**src/rtl/mem_port_arbiter.sv**
```systemverilog
// mem_port_arbiter
//   Shares one single-port RAM between instruction fetch (IF) and the MEM-stage
//   load/store port (DM). Every access goes through a fixed-latency memory. DM
//   has strict priority over IF. The pipeline stalls while a data access is
//   pending.
//
// Ports
//   clk, rst          clock; asynchronous active-high reset
//   if_req/if_addr    fetch request (held until if_valid) and word address
//   if_valid/if_rdata one-cycle completion pulse and fetched word
//   dm_read_flag      001 lw, 110 lh, 111 lb, 011 lbu, 010 lhu, 000 none
//   dm_write_flag     01 sw, 10 sh, 11 sb, 00 none (a write overrides a read)
//   dm_addr/dm_wdata  byte address and store data
//   dm_done/dm_rdata  one-cycle completion pulse and extended load data
//   dm_misalign       pulses with dm_done when the access was rejected
//   stall             data request pending and not completing this cycle
//   mem_*             RAM strobe, byte write enables, word address, write data
//                     and read word (valid MEM_LATENCY cycles after mem_en)
//
// Parameters
//   MEM_LATENCY       cycles from the mem_en cycle to mem_rdata valid (1..4)

module mem_port_arbiter #(
  parameter int MEM_LATENCY = 1
) (
  input  logic        clk,
  input  logic        rst,
  input  logic        if_req,
  input  logic [31:0] if_addr,
  output logic        if_valid,
  output logic [31:0] if_rdata,
  input  logic [2:0]  dm_read_flag,
  input  logic [1:0]  dm_write_flag,
  input  logic [31:0] dm_addr,
  input  logic [31:0] dm_wdata,
  output logic        dm_done,
  output logic [31:0] dm_rdata,
  output logic        dm_misalign,
  output logic        stall,
  output logic        mem_en,
  output logic [3:0]  mem_we,
  output logic [31:0] mem_addr,
  output logic [31:0] mem_wdata,
  input  logic [31:0] mem_rdata
);

  localparam logic [2:0] RD_NONE = 3'b000;
  localparam logic [2:0] RD_LW   = 3'b001;
  localparam logic [2:0] RD_LHU  = 3'b010;
  localparam logic [2:0] RD_LBU  = 3'b011;
  localparam logic [2:0] RD_LH   = 3'b110;
  localparam logic [2:0] RD_LB   = 3'b111;

  localparam logic [1:0] WR_SW = 2'b01;
  localparam logic [1:0] WR_SH = 2'b10;
  localparam logic [1:0] WR_SB = 2'b11;

  // WAIT is left in the cycle mem_rdata is valid, so it counts down from L-1.
  localparam logic [1:0] CNT_INIT = 2'(MEM_LATENCY - 1);

  typedef enum logic [1:0] {IDLE, ISSUE, WAIT, RESP} state_t;

  state_t      state;
  logic        owner_dm;   // 1: access belongs to DM, 0: to IF
  logic        wr_q;       // latched: access is a store
  logic [2:0]  rd_q;       // latched load type (DM only)
  logic [1:0]  lo_q;       // latched byte offset for lane selection
  logic [1:0]  cnt;

  // ---------------------------------------------------------------------------
  // Request decode
  // ---------------------------------------------------------------------------
  logic        dm_wr, dm_rd, dm_req, dm_mis;
  logic [31:0] req_addr;
  logic [3:0]  st_we;
  logic [31:0] st_wdata;

  assign dm_wr    = |dm_write_flag;
  assign dm_rd    = |dm_read_flag;
  assign dm_req   = dm_wr | dm_rd;
  assign req_addr = dm_req ? dm_addr : if_addr;

  // Misalignment is judged on the access width; the write flag wins.
  always_comb begin
    dm_mis = 1'b0;
    if (dm_wr) begin
      case (dm_write_flag)
        WR_SW:   dm_mis = |dm_addr[1:0];
        WR_SH:   dm_mis = dm_addr[0];
        default: dm_mis = 1'b0;
      endcase
    end else if (dm_rd) begin
      case (dm_read_flag)
        RD_LH, RD_LHU: dm_mis = dm_addr[0];
        RD_LB, RD_LBU: dm_mis = 1'b0;
        default:       dm_mis = |dm_addr[1:0];
      endcase
    end
  end

  // Store lanes: data is replicated across the word so the enabled lane
  // always sees the right bytes regardless of offset.
  always_comb begin
    st_we    = 4'b0000;
    st_wdata = dm_wdata;
    case (dm_write_flag)
      WR_SW: begin
        st_we    = 4'b1111;
        st_wdata = dm_wdata;
      end
      WR_SH: begin
        st_we    = 4'b0011 << dm_addr[1:0];
        st_wdata = {2{dm_wdata[15:0]}};
      end
      WR_SB: begin
        st_we    = 4'b0001 << dm_addr[1:0];
        st_wdata = {4{dm_wdata[7:0]}};
      end
      default: begin
        st_we    = 4'b0000;
        st_wdata = dm_wdata;
      end
    endcase
  end

  // Load lane select and extension.
  function automatic logic [31:0] load_ext(input logic [2:0]  fl,
                                           input logic [1:0]  lo,
                                           input logic [31:0] w);
    logic [7:0]  b;
    logic [15:0] h;
    b = w[{lo, 3'b000} +: 8];
    h = lo[1] ? w[31:16] : w[15:0];
    case (fl)
      RD_LB:   return {{24{b[7]}}, b};
      RD_LBU:  return {24'h0, b};
      RD_LH:   return {{16{h[15]}}, h};
      RD_LHU:  return {16'h0, h};
      default: return w;
    endcase
  endfunction

  // Reset forces stall low as well, so every output is 0 during reset.
  assign stall = dm_req & ~dm_done & ~rst;

  // ---------------------------------------------------------------------------
  // Sequencer. All outputs except stall are registered here; completion
  // pulses are set on entry to RESP and cleared on leaving it.
  // ---------------------------------------------------------------------------
  always_ff @(posedge clk or posedge rst) begin
    if (rst) begin
      state       <= IDLE;
      owner_dm    <= 1'b0;
      wr_q        <= 1'b0;
      rd_q        <= RD_NONE;
      lo_q        <= 2'b00;
      cnt         <= 2'd0;
      if_valid    <= 1'b0;
      if_rdata    <= 32'h0;
      dm_done     <= 1'b0;
      dm_rdata    <= 32'h0;
      dm_misalign <= 1'b0;
      mem_en      <= 1'b0;
      mem_we      <= 4'b0000;
      mem_addr    <= 32'h0;
      mem_wdata   <= 32'h0;
    end else begin
      case (state)
        IDLE: begin
          if (dm_req && dm_mis) begin
            // Rejected without touching the memory.
            dm_done     <= 1'b1;
            dm_misalign <= 1'b1;
            dm_rdata    <= 32'h0;
            state       <= RESP;
          end else if (dm_req || if_req) begin
            owner_dm <= dm_req;
            wr_q     <= dm_req & dm_wr;
            rd_q     <= (dm_req && !dm_wr) ? dm_read_flag : RD_NONE;
            lo_q     <= req_addr[1:0];
            mem_en   <= 1'b1;
            mem_addr <= {req_addr[31:2], 2'b00};
            if (dm_req && dm_wr) begin
              mem_we    <= st_we;
              mem_wdata <= st_wdata;
            end else begin
              mem_we    <= 4'b0000;
            end
            state <= ISSUE;
          end
        end

        ISSUE: begin
          mem_en <= 1'b0;
          mem_we <= 4'b0000;
          if (wr_q) begin
            dm_done <= 1'b1;
            state   <= RESP;
          end else begin
            cnt   <= CNT_INIT;
            state <= WAIT;
          end
        end

        WAIT: begin
          if (cnt == 2'd0) begin
            if (owner_dm) begin
              dm_done  <= 1'b1;
              dm_rdata <= load_ext(rd_q, lo_q, mem_rdata);
            end else begin
              if_valid <= 1'b1;
              if_rdata <= mem_rdata;
            end
            state <= RESP;
          end else begin
            cnt <= cnt - 2'd1;
          end
        end

        RESP: begin
          if_valid    <= 1'b0;
          dm_done     <= 1'b0;
          dm_misalign <= 1'b0;
          state       <= IDLE;
        end

        default: state <= IDLE;
      endcase
    end
  end

endmodule

```
**config.mk**
```make
export PLATFORM = sky130hd
export DESIGN_NAME = mem_port_arbiter
export DESIGN_NICKNAME = d
export VERILOG_FILES = /design/src/rtl/mem_port_arbiter.sv
export SDC_FILE = /design/constraint.sdc
export NUM_CORES = 1
export LEC_CHECK = 0
export BUFFER_PORTS_ARGS = -buffer_cell sky130_fd_sc_hd__buf_4
export CORE_MARGIN = 2
export CORE_UTILIZATION = 33
export CTS_CLUSTER_DIAMETER = 60
export CTS_CLUSTER_SIZE = 25
export DETAILED_ROUTE_END_ITERATION = 8
export PLACE_DENSITY = 0.69
export SYNTH_ARGS = -nofsm -noshare
export SYNTH_HDL_FRONTEND = slang
export SYNTH_SLANG_ARGS = --single-unit
```
**constraint.sdc**
```tcl
create_clock -name clk -period 4.3 [get_ports clk]
set_input_delay 0.215 -clock clk [delete_from_list [all_inputs] [get_ports clk]]
set_output_delay 0.215 -clock clk [all_outputs]
set_load 0.005 [all_outputs]
```
# ---- Yosys cells after proc, flatten, opt, wreduce, memory -nomap -nowiden
# Cells that the tools add are included.
dict set report classes {
  muxes 38
  eq_ne 24
  n_reduce_logical 27
  n_shift 3
  addsub 1
  bitwise 8
}
# operator n
set ops {}
lappend ops {{32-bit 2-to-1 mux} 4}
lappend ops {{32-bit case mux with 2 select lines} 2}
lappend ops {{32-bit case mux with 4 select lines} 1}
lappend ops {{32-bit by 6-bit variable part select with 8-bit output} 1}
lappend ops {{2-bit inequality test, second input constant} 9}
lappend ops {{16-bit 2-to-1 mux} 1}
lappend ops {{3-bit AND reduction} 5}
lappend ops {{3-bit by 2-bit equality test with 1-bit output, second input constant} 4}
lappend ops {{3-bit equality test, second input constant} 4}
lappend ops {{4-bit 2-to-1 mux} 3}
lappend ops {{4-bit case mux with 3 select lines} 1}
lappend ops {{4-bit AND reduction} 3}
lappend ops {{1-bit 2-to-1 mux} 11}
lappend ops {{2-bit 2-to-1 mux} 5}
lappend ops {{1-bit case mux with 2 select lines} 5}
lappend ops {{2-bit nonzero test} 5}
lappend ops {{2-bit equality test, second input constant} 4}
lappend ops {{2-bit case mux with 4 select lines} 1}
lappend ops {{4-bit case mux with 2 select lines} 1}
lappend ops {{2-bit OR reduction} 4}
lappend ops {{2-bit by 1-bit equality test with 1-bit output, second input constant} 2}
lappend ops {{2-bit zero test} 2}
lappend ops {{1-bit inverter} 4}
lappend ops {{1-bit case mux with 4 select lines} 1}
lappend ops {{13 further kinds} 18}
dict set report totals {
  wordCells 116
  inputBits 136
  out_inout_bits 137
  register_bits 145
}

# ---- Longest topological paths before layout
# Gate-level depths: netlist (run 1).
dict set report logic_depth {
  depth_word 8
  depth_mapped 9
  depth_no_buf 6
}

# ---- Least setup slack after synthesis (run 1)
# Ideal clock, no wire load.
dict set report synth_timing {
  path_type {reg-to-reg}
  from {register state[0]}
  to {register dm_rdata[10]}
  path_buffers 2
  path_stages_with_launch 8
  required_time_ns 4.221
  period_less_slack_ns 2.162
  setup_slack_ns 2.138
  arrival_time_ns 2.083
  setup_time_ns 0.079
  path_cell_list {dfrtp_1 -> inv_1 -> ha_1 -> clkbuf_1 -> o21ai_1 -> a31oi_2 -> buf_2 -> mux2i_1}
}
dict set report synth_via {
  elab_chain_cells 3
  word_cells_on_any_way 8
  classes_between {4 x eq/ne; 1 x mux; 3 x reduce/logical}
}
# element line_no
set synth_rtl {}
lappend synth_rtl {{start: declaration} 63} ;# state_t state;
lappend synth_rtl {{start signal: assignment} 152} ;# state <= IDLE;
lappend synth_rtl {{start signal: assignment} 175} ;# state <= RESP;
lappend synth_rtl {{start signal: assignment} 189} ;# state <= ISSUE;
lappend synth_rtl {{2-bit equality test or 2-bit zero test (tied branches)} 168} ;# case (state)
lappend synth_rtl {{2-bit inequality test (no source line) or 2-bit nonzero test (tied branches)} n/a}
lappend synth_rtl {{4-bit AND reduction (no source line)} n/a}
lappend synth_rtl {{end signal: assignment} 209} ;# dm_rdata <= load_ext(rd_q, lo_q, mem_rdata);
lappend synth_rtl {{end: declaration} 37} ;# output logic [31:0] dm_rdata,
# Several ways; a longest one is shown, not always the timed one.
# A chain may end at the register's enable or synchronous reset.

# ---- Worst setup path in the final report (run 1)
dict set report layout_timing {
  from {register state[0]}
  to {register dm_rdata[5]}
}
# The elaborated chain is that of the path after synthesis.

==> run summary, run 1 <==
• **outcome** finished, final reports clean
• **synthesized area per cell** 10.53 um2
• **average wire per cell in the routed design** 18.39 um
• **required arrival time at the worst endpoint** 4.61 ns
• **post-route worst hold slack** 0.03520 ns
• **final hold violation count** 0
• **DRC violations left** 0
• **clock latency on the worst-skew pair** 0.42 ns
• **number of filler cells placed in the layout** 2063
• **number of antenna-violating nets in the routed design** 0
• **die height** 153.7 um
• **wire length of the first global-routing pass** 36110 um
• **number of storage elements in the synthesis netlist** 145
• **number of H-tree levels** 4
• **total die area** 0.02362 mm2
• **number of iterations in the first detailed-routing pass** 5
• **async set-or-reset flop fraction in the synthesized netlist** 100.0%
• **clock transition at the registers of the reported paths** 0.07 ns
• **via count of the first global-routing pass** 6537
• **Compound-Gate Fraction of Synth Area** 13.54%
• **HPWL after DPL** 16840 um
• **Synth area leaders** dfrtp_1 (49%), mux2_2 (13%), nand2_1 (6.6%), mux2i_1 (2.8%), a32o_1 (2.6%)
• **sum of overflow across all layers after global routing** 0
• **antenna violations before repair** 0
• **number of clock sinks** 145
• **CTS tree** done
• **count of input and output buffers** 270
• **maximum number of pins on one net before global-route repair** 78
• **area share of and/or/nand/nor cells after synthesis** 12.37%
• **Die Span X** 153.7 um
• **fraction of synthesized cell area taken by the top area cell type** 49.07%
• **unrepaired setup endpoints after global routing** no
• **area overhead of the layout relative to synthesis** 38.24%
• **mapped cell area** 0.007395 mm2
• **sequential cell area** 0.003628 mm2
• **cell row count** 54
• **endpoint class of the critical path** register
• **TritonCTS buffer count** 17
• **maximum frequency from static timing analysis** 347.0 MHz
• **max-cap violations** 0
• **most numerous cell in the Yosys netlist** dfrtp_1
• **largest area contributor in the netlist** dfrtp_1
• **Clock Skews** 0.01028 ns
• **clk root buf** clkbuf_16
• **category of the critical setup timing path** register to register
• **count of cell types in the netlist** 56
• **Detailed Route Iter0 Violations** 373
• **Final Instance Area** 0.01022 mm2
• **logic depth of the worst register-to-register path** 7
• **total area of multi-input combinational cells** 0.003417 mm2
• **crit path time final** 2.882 ns
• **gate count after technology mapping** 702
• **pin slew with the least headroom to its limit** 1.223 ns
• **count of endpoints failing setup in the final report** 0
• **DP Area** 0.009638 mm2
• **largest driver fanout on the critical path** 21
• **Bufs on Longest Clock Path** 2
• **fraction of the yosys area taken by sequential cells** 49.07%
• **last weighted congestion value of the routability-driven placer** 0.8148
• **multiplexer fraction of the synthesized cell area** 18.22%
• **total count of max-transition violations in the final report** 0
• **Post-synth EDFFs** 0
• **aggregate global-route resource usage** 19.26%
• **detailed-route via count** 6399
• **# diodes** 0
• **synthesized-area fraction occupied by adder cells** 1.861%
• **top-level port count** 273
• **top flip-flop cell by instance count after synthesis** dfrtp_1
• **most frequent cells after synthesis** dfrtp_1 (145), nand2_1 (131), mux2_2 (87)
• **aggregate negative setup slack** 0 ns
• **dominant combinational cell family by area after synthesis** multiplexers
• **maximum vdd drop** 0.0002920 V
• **critical path arrival** 3.19 ns
• **worst slew slack as a fraction of its limit** 17.95%
• **final worst path period share** 67.03%
• **share of cells above drive strength 1** 43.06%
• **Critical Path Source Type** register
• **hold path cells** 2
• **type of the worst min-delay path** input port to register
• **detailed-route vias per instance** 5.136
• **total number of yosys warnings** 0
• **Routed Wire Length** 22920 um
• **core region area** 0.02189 mm2
• **leakage** 4.904 nW
• **Final Net Count** 1100
• **pwr/cell area** 708.7 mW/mm2
• **starting utilization of the core area** 33.78%
• **xor/xnor cell area share of the yosys netlist** 0%
[worst max-delay path, cell delays in order (launching register included)]
cell and delay (ns):
dfrtp_1 0.42, inv_1 0.12, ha_1 0.64, a21bo_2 0.31, o21ai_1 0.64, a31oi_2 0.04
buf_4 0.28, mux2_2 0.30
[report_power, final]
part / internal [mW] / switching (mW) / leakage, nW
Combinational: 1.80 / 1.44 / 2.85
Sequential: 2.05 / 0.481 / 1.78
Clock: 0.816 / 0.652 / 0.277
Total: 4.67 / 2.58 / 4.90
[cells by family after synthesis]
kind of cell / after synthesis
compound gates: 130
fa+ha+maj: 11
buf+inv: 86
flops: 145
mux: 121
other cells: 1
simple gates: 208
[final timing paths]
kind | start | end | slack (ns)
setup / recovery | state[0] | dm_rdata[5] | 1.42
hold / removal | dm_wdata[1] | mem_wdata[1] | 0.04
setup reg to reg | state[0] | dm_rdata[5] | 1.42
hold reg to reg | if_rdata[30] | if_rdata[30] | 0.49
max in group asynchronous | rst | mem_wdata[12] | 2.84
min in group asynchronous | rst | mem_addr[5] | 0.48
[registers in the layout, summed over array words and instances (netlist names)]
name         cells
if_rdata        32
mem_addr        30
lo_q             2
wr_q             1
rd_q             3
owner_dm         1
dm_done          1
mem_we           4
mem_wdata       32
mem_en           1
state            2
dm_rdata        32
if_valid         1
cnt              2
dm_misalign      1
[layout make-up]
type,instances,share of cell area (%)
sequential,145,35.50
multi-input combinational,472,33.43
timing repair buffer,281,20.66
clock buffer,17,4.162
tap,280,3.427
clock inverter,15,1.457
inverter,36,1.371
[repair_timing]
item | 4_1_cts | 5_1_grt
endpoints found under the hold margin | 75 | 0
hold buffers | 1 | 0
setup buffers | 0 | 0
resized for setup | 0 | 0
[metrics by stage]
stage / utilization, % / power (mW) / setup WS (ns) / std cells
after floorplan: - / 4.241 / 0.1904 / 703
after global placement: 44.03 / 5.727 / 1.536 / 1213
after CTS: 46.70 / 7.314 / 1.445 / 1246
final: 46.70 / 7.245 / 1.418 / 1246
after detailed placement: 44.03 / 5.805 / 1.461 / 1213
after global routing: 46.70 / 7.735 / 1.256 / 1246
[layout by cell type (no fill, tap or decap), types with 11 or more instances in the layout]
master | synthesis | final
o221ai_1 | 13 | 13
buf_4 | 2 | 280
nand2_1 | 131 | 131
mux2i_1 | 21 | 21
mux2_2 | 87 | 87
ha_1 | 11 | 11
a32o_1 | 19 | 19
dfrtp_1 | 145 | 145
a31oi_1 | 12 | 12
nor2_1 | 37 | 37
a21oi_1 | 13 | 13
clkbuf_16 | 0 | 17
mux2_1 | 12 | 12
inv_1 | 36 | 35
o21ai_0 | 18 | 18
[routing by layer]
metal,part of all wire (%),vias up,track usage [%]
li1,-,2995,-
met1,43,3122,24.62
met2,47,260,30.84
met3,8.0,22,6.764
met4,1.8,0,5.723
met5,0,-,0
Note: power is estimated with default switching activity, not from simulation.
==> run 2, diff against run 1 <==
ABC_AREA = 1   (was unset)
PLACE_DENSITY = 0.67   (was 0.69)
clock period = 2.72 ns   (was 4.3 ns; I/O delays follow)
==> run 2 against run 1 <==
Combinational power up 40%. Sequential power is 47% higher. Clock power is 61% higher. Critical path type unchanged.
==> run summary, run 2 <==
• **outcome** finished, final reports clean
• **detailed-route via count** 7478
• **wire length of the first global-routing pass** 37790 um
• **area overhead of the layout relative to synthesis** 42.20%
• **top flip-flop cell by instance count after synthesis** dfrtp_1
• **Synth area leaders** dfrtp_1 (49%), nand2_1 (24%), o21ai_0 (6.1%), inv_1 (4.4%), nand3_1 (3.5%)
• **reg-to-reg endpoint** dm_rdata[3]
• **most common cell after layout, fill and taps aside** nand2_1
• **gate count after technology mapping** 1014
• **worst slew slack as a fraction of its limit** 36.44%
• **category of the critical setup timing path** register to register
• **Regs by FF count** dm_rdata (32), if_rdata (32), mem_wdata (32)
• **fraction of the yosys area taken by sequential cells** 48.94%
• **clock latency on the worst-skew pair** 0.42 ns
• **top-level port count** 273
• **Critical Path Most Common Cell** inv_1
• **Critical Path Source Type** register
• **cell row count** 54
• **largest area contributor in the netlist** dfrtp_1
• **last weighted congestion value of the routability-driven placer** 0.8380
• **critical path, cell by cell** inv_1 -> nor2_1 -> inv_1 -> o211ai_1 -> o21ai_0
• **register-to-register path setup slack** 0.72 ns
• **maximum number of pins on one net before global-route repair** 65
• **share of cells above drive strength 1** 25.17%
• **count of input and output buffers** 270
• **Clock Skews** 0.009464 ns
• **DRC violations left** 0
• **pwr/cell area** 1009 mW/mm2
• **die height** 153.9 um
• **area share of and/or/nand/nor cells after synthesis** 30.34%
• **maximum vdd drop** 0.0004523 V
• **# diodes** 0
• **number of clock sinks** 145
• **number of antenna-violating nets in the routed design** 0
• **Routed Wire Length** 23510 um
• **Post-synth EDFFs** 0
• **core region area** 0.02196 mm2
• **Bufs on Longest Clock Path** 2
• **Min-Delay Endpoint** mem_addr[10]
• **number of storage elements in the synthesis netlist** 145
• **number of iterations in the first detailed-routing pass** 5
• **antenna violations before repair** 0
• **mapped cell area** 0.007415 mm2
• **average wire per cell in the routed design** 14.85 um
• **detailed-route vias per instance** 4.724
• **reg-to-reg critical path startpoint** rd_q[1]
• **number of standard cells in the final layout excluding fillers** 1583
• **type of the worst min-delay path** input port to register
• **sum of overflow across all layers after global routing** 0
• **number of cells in the design after placement** 1526
• **critical path arrival** 2.29 ns
• **final worst path period share** 73.47%
• **HPWL after DPL** 17380 um
• **clk root buf** clkbuf_16
• **most used cells in the layout excluding fill and tap cells** nand2_1 (476), buf_4 (276), dfrtp_1 (145), o21ai_0 (90), inv_1 (85)
• **logic depth of the worst register-to-register path** 5
• **pin slew with the least headroom to its limit** 0.9514 ns
• **aggregate negative setup slack** 0 ns
• **CTS tree** done
• **Die Span X** 153.9 um
• **count of endpoints failing setup in the final report** 0
• **maximum frequency from static timing analysis** 500.4 MHz
• **delay of the slowest cell on the worst path** 0.64 ns
• **dominant combinational cell family by area after synthesis** simple AND/OR/NAND/NOR gates
• **synthesized-area fraction occupied by adder cells** 1.856%
• **unrepaired setup endpoints after global routing** no
• **clock transition at the registers of the reported paths** 0.06 ns
• **number of H-tree levels** 4
• **fraction of synthesized cell area taken by the top area cell type** 48.94%
• **TritonCTS buffer count** 17
• **final hold violation count** 0
• **leakage** 5.775 nW
• **via count of the first global-routing pass** 7196
• **most frequent cells after synthesis** nand2_1 (476), dfrtp_1 (145), o21ai_0 (90)
• **Compound-Gate Fraction of Synth Area** 10.51%
• **hold path cells** 5
• **Post-CTS Repair Setup Buffers** 0
• **count of cell types in the netlist** 27
• **Final Net Count** 1437
• **beginning of the worst hold path** if_addr[10]
• **largest driver fanout on the critical path** 17
• **max-cap violations** 0
• **aggregate global-route resource usage** 20.17%
• **Detailed Route Iter0 Violations** 439
• **crit path time final** 1.998 ns
• **multiplexer fraction of the synthesized cell area** 0%
• **total count of max-transition violations in the final report** 0
• **async set-or-reset flop fraction in the synthesized netlist** 100.0%
• **starting utilization of the core area** 33.77%
• **most numerous cell in the Yosys netlist** nand2_1
• **xor/xnor cell area share of the yosys netlist** 0%
• **post-cts repair resize count** 0
• **required arrival time at the worst endpoint** 3.01 ns
• **CP max-delay cell** dfrtp_1
• **endpoint class of the critical path** register
• **synthesized area per cell** 7.312 um2
• **total die area** 0.02368 mm2
• **total number of yosys warnings** 0
-- run 2: cell count changes after synthesis, sizes merged, moves of 9 or more --
cell | previous run | this run
o21ai | 20 | 107
a32o | 19 | 0
a21oi | 13 | 37
inv | 36 | 90
mux2i | 21 | 0
mux2 | 99 | 0
a22o | 9 | 0
nand3 | 9 | 54
nand2 | 131 | 483
nor2 | 37 | 18
a31oi | 13 | 1
o221ai | 13 | 0
-- run 2: cell families (layout without fill, tap and decap cells) --
family | Yosys count | in the layout
and+or+nand+nor | 562 | 562
AOI/OAI and AO/OA | 153 | 153
DFF | 145 | 145
buffers and inverters | 142 | 430
adders and majority gates | 11 | 11
other | 1 | 2
-- run 2: power by group --
part | total [mW] | internal (mW) | switching, mW
combinational | 4.56 | 2.07 | 2.49
sequential | 3.71 | 3.11 | 0.605
clock | 2.37 | 1.44 | 0.929
total | 10.6 | 6.62 | 4.02
-- run 2: metrics by stage --
step | cell area (um2) | util, % | setup slack [ns] | total power, mW | hold WS (ns)
CTS | 10540 | 48.02 | 0.7277 | 10.78 | 0.002794
detailed placement | 9698 | 44.17 | 0.6289 | 8.324 | 0.3892
global placement | 9698 | 44.17 | 0.7218 | 8.229 | 0.3781
finish | 10540 | 48.02 | 0.7216 | 10.64 | 0.01795
global route | 10540 | 48.02 | 0.5255 | 11.53 | 0.01059
floorplan | 7422 | - | 0.7650 | 6.076 | 0.2456
-- run 2: layer usage --
layer	share of wire [%]	vias up	global-route usage, %
met4	1.8	0	5.964
met3	8.8	31	5.975
met5	0	-	0
met2	46	323	32.48
met1	43	3406	26.41
li1	-	3718	-
-- run 2: how the worst max path moves through the flow --
stage                               end  slack (ns)  cells past startpoint        startpoint
after global routing        dm_rdata[3]        0.53                      5           rd_q[1]
after floorplan                  cnt[0]        0.76                      1               rst
after detailed placement   mem_wdata[6]        0.63                     10  dm_write_flag[1]
after global placement    mem_wdata[12]        0.72                     10  dm_write_flag[1]
final                       dm_rdata[3]        0.72                      5           rd_q[1]
after CTS                   dm_rdata[3]        0.73                      5           rd_q[1]
-- run 2: worst max-delay path, delay by kind of cell, from the launching register on --
family	cells	cell delay, ns
AOI/OAI and AO/OA	2	0.27
buffers and inverters	2	0.49
DFF	1	0.64
and+or+nand+nor	1	0.47
-- run 2: final cells by class --
class / instances / area, um2
Tap cell: 280 / 350.3
Clock inverter: 13 / 162.7
Sequential cell: 145 / 3628
Clock buffer: 19 / 432.9
Inverter: 91 / 347.8
Multi-Input combinational cell: 728 / 3179
Fill cell: 2198 / 11410
Timing Repair Buffer: 307 / 2442
-- run 2: what timing repair did --
item / CTS / global route
endpoints found under the setup margin: 0 / 0
hold endpoints to repair: 58 / 0
hold buffers: 25 / 0
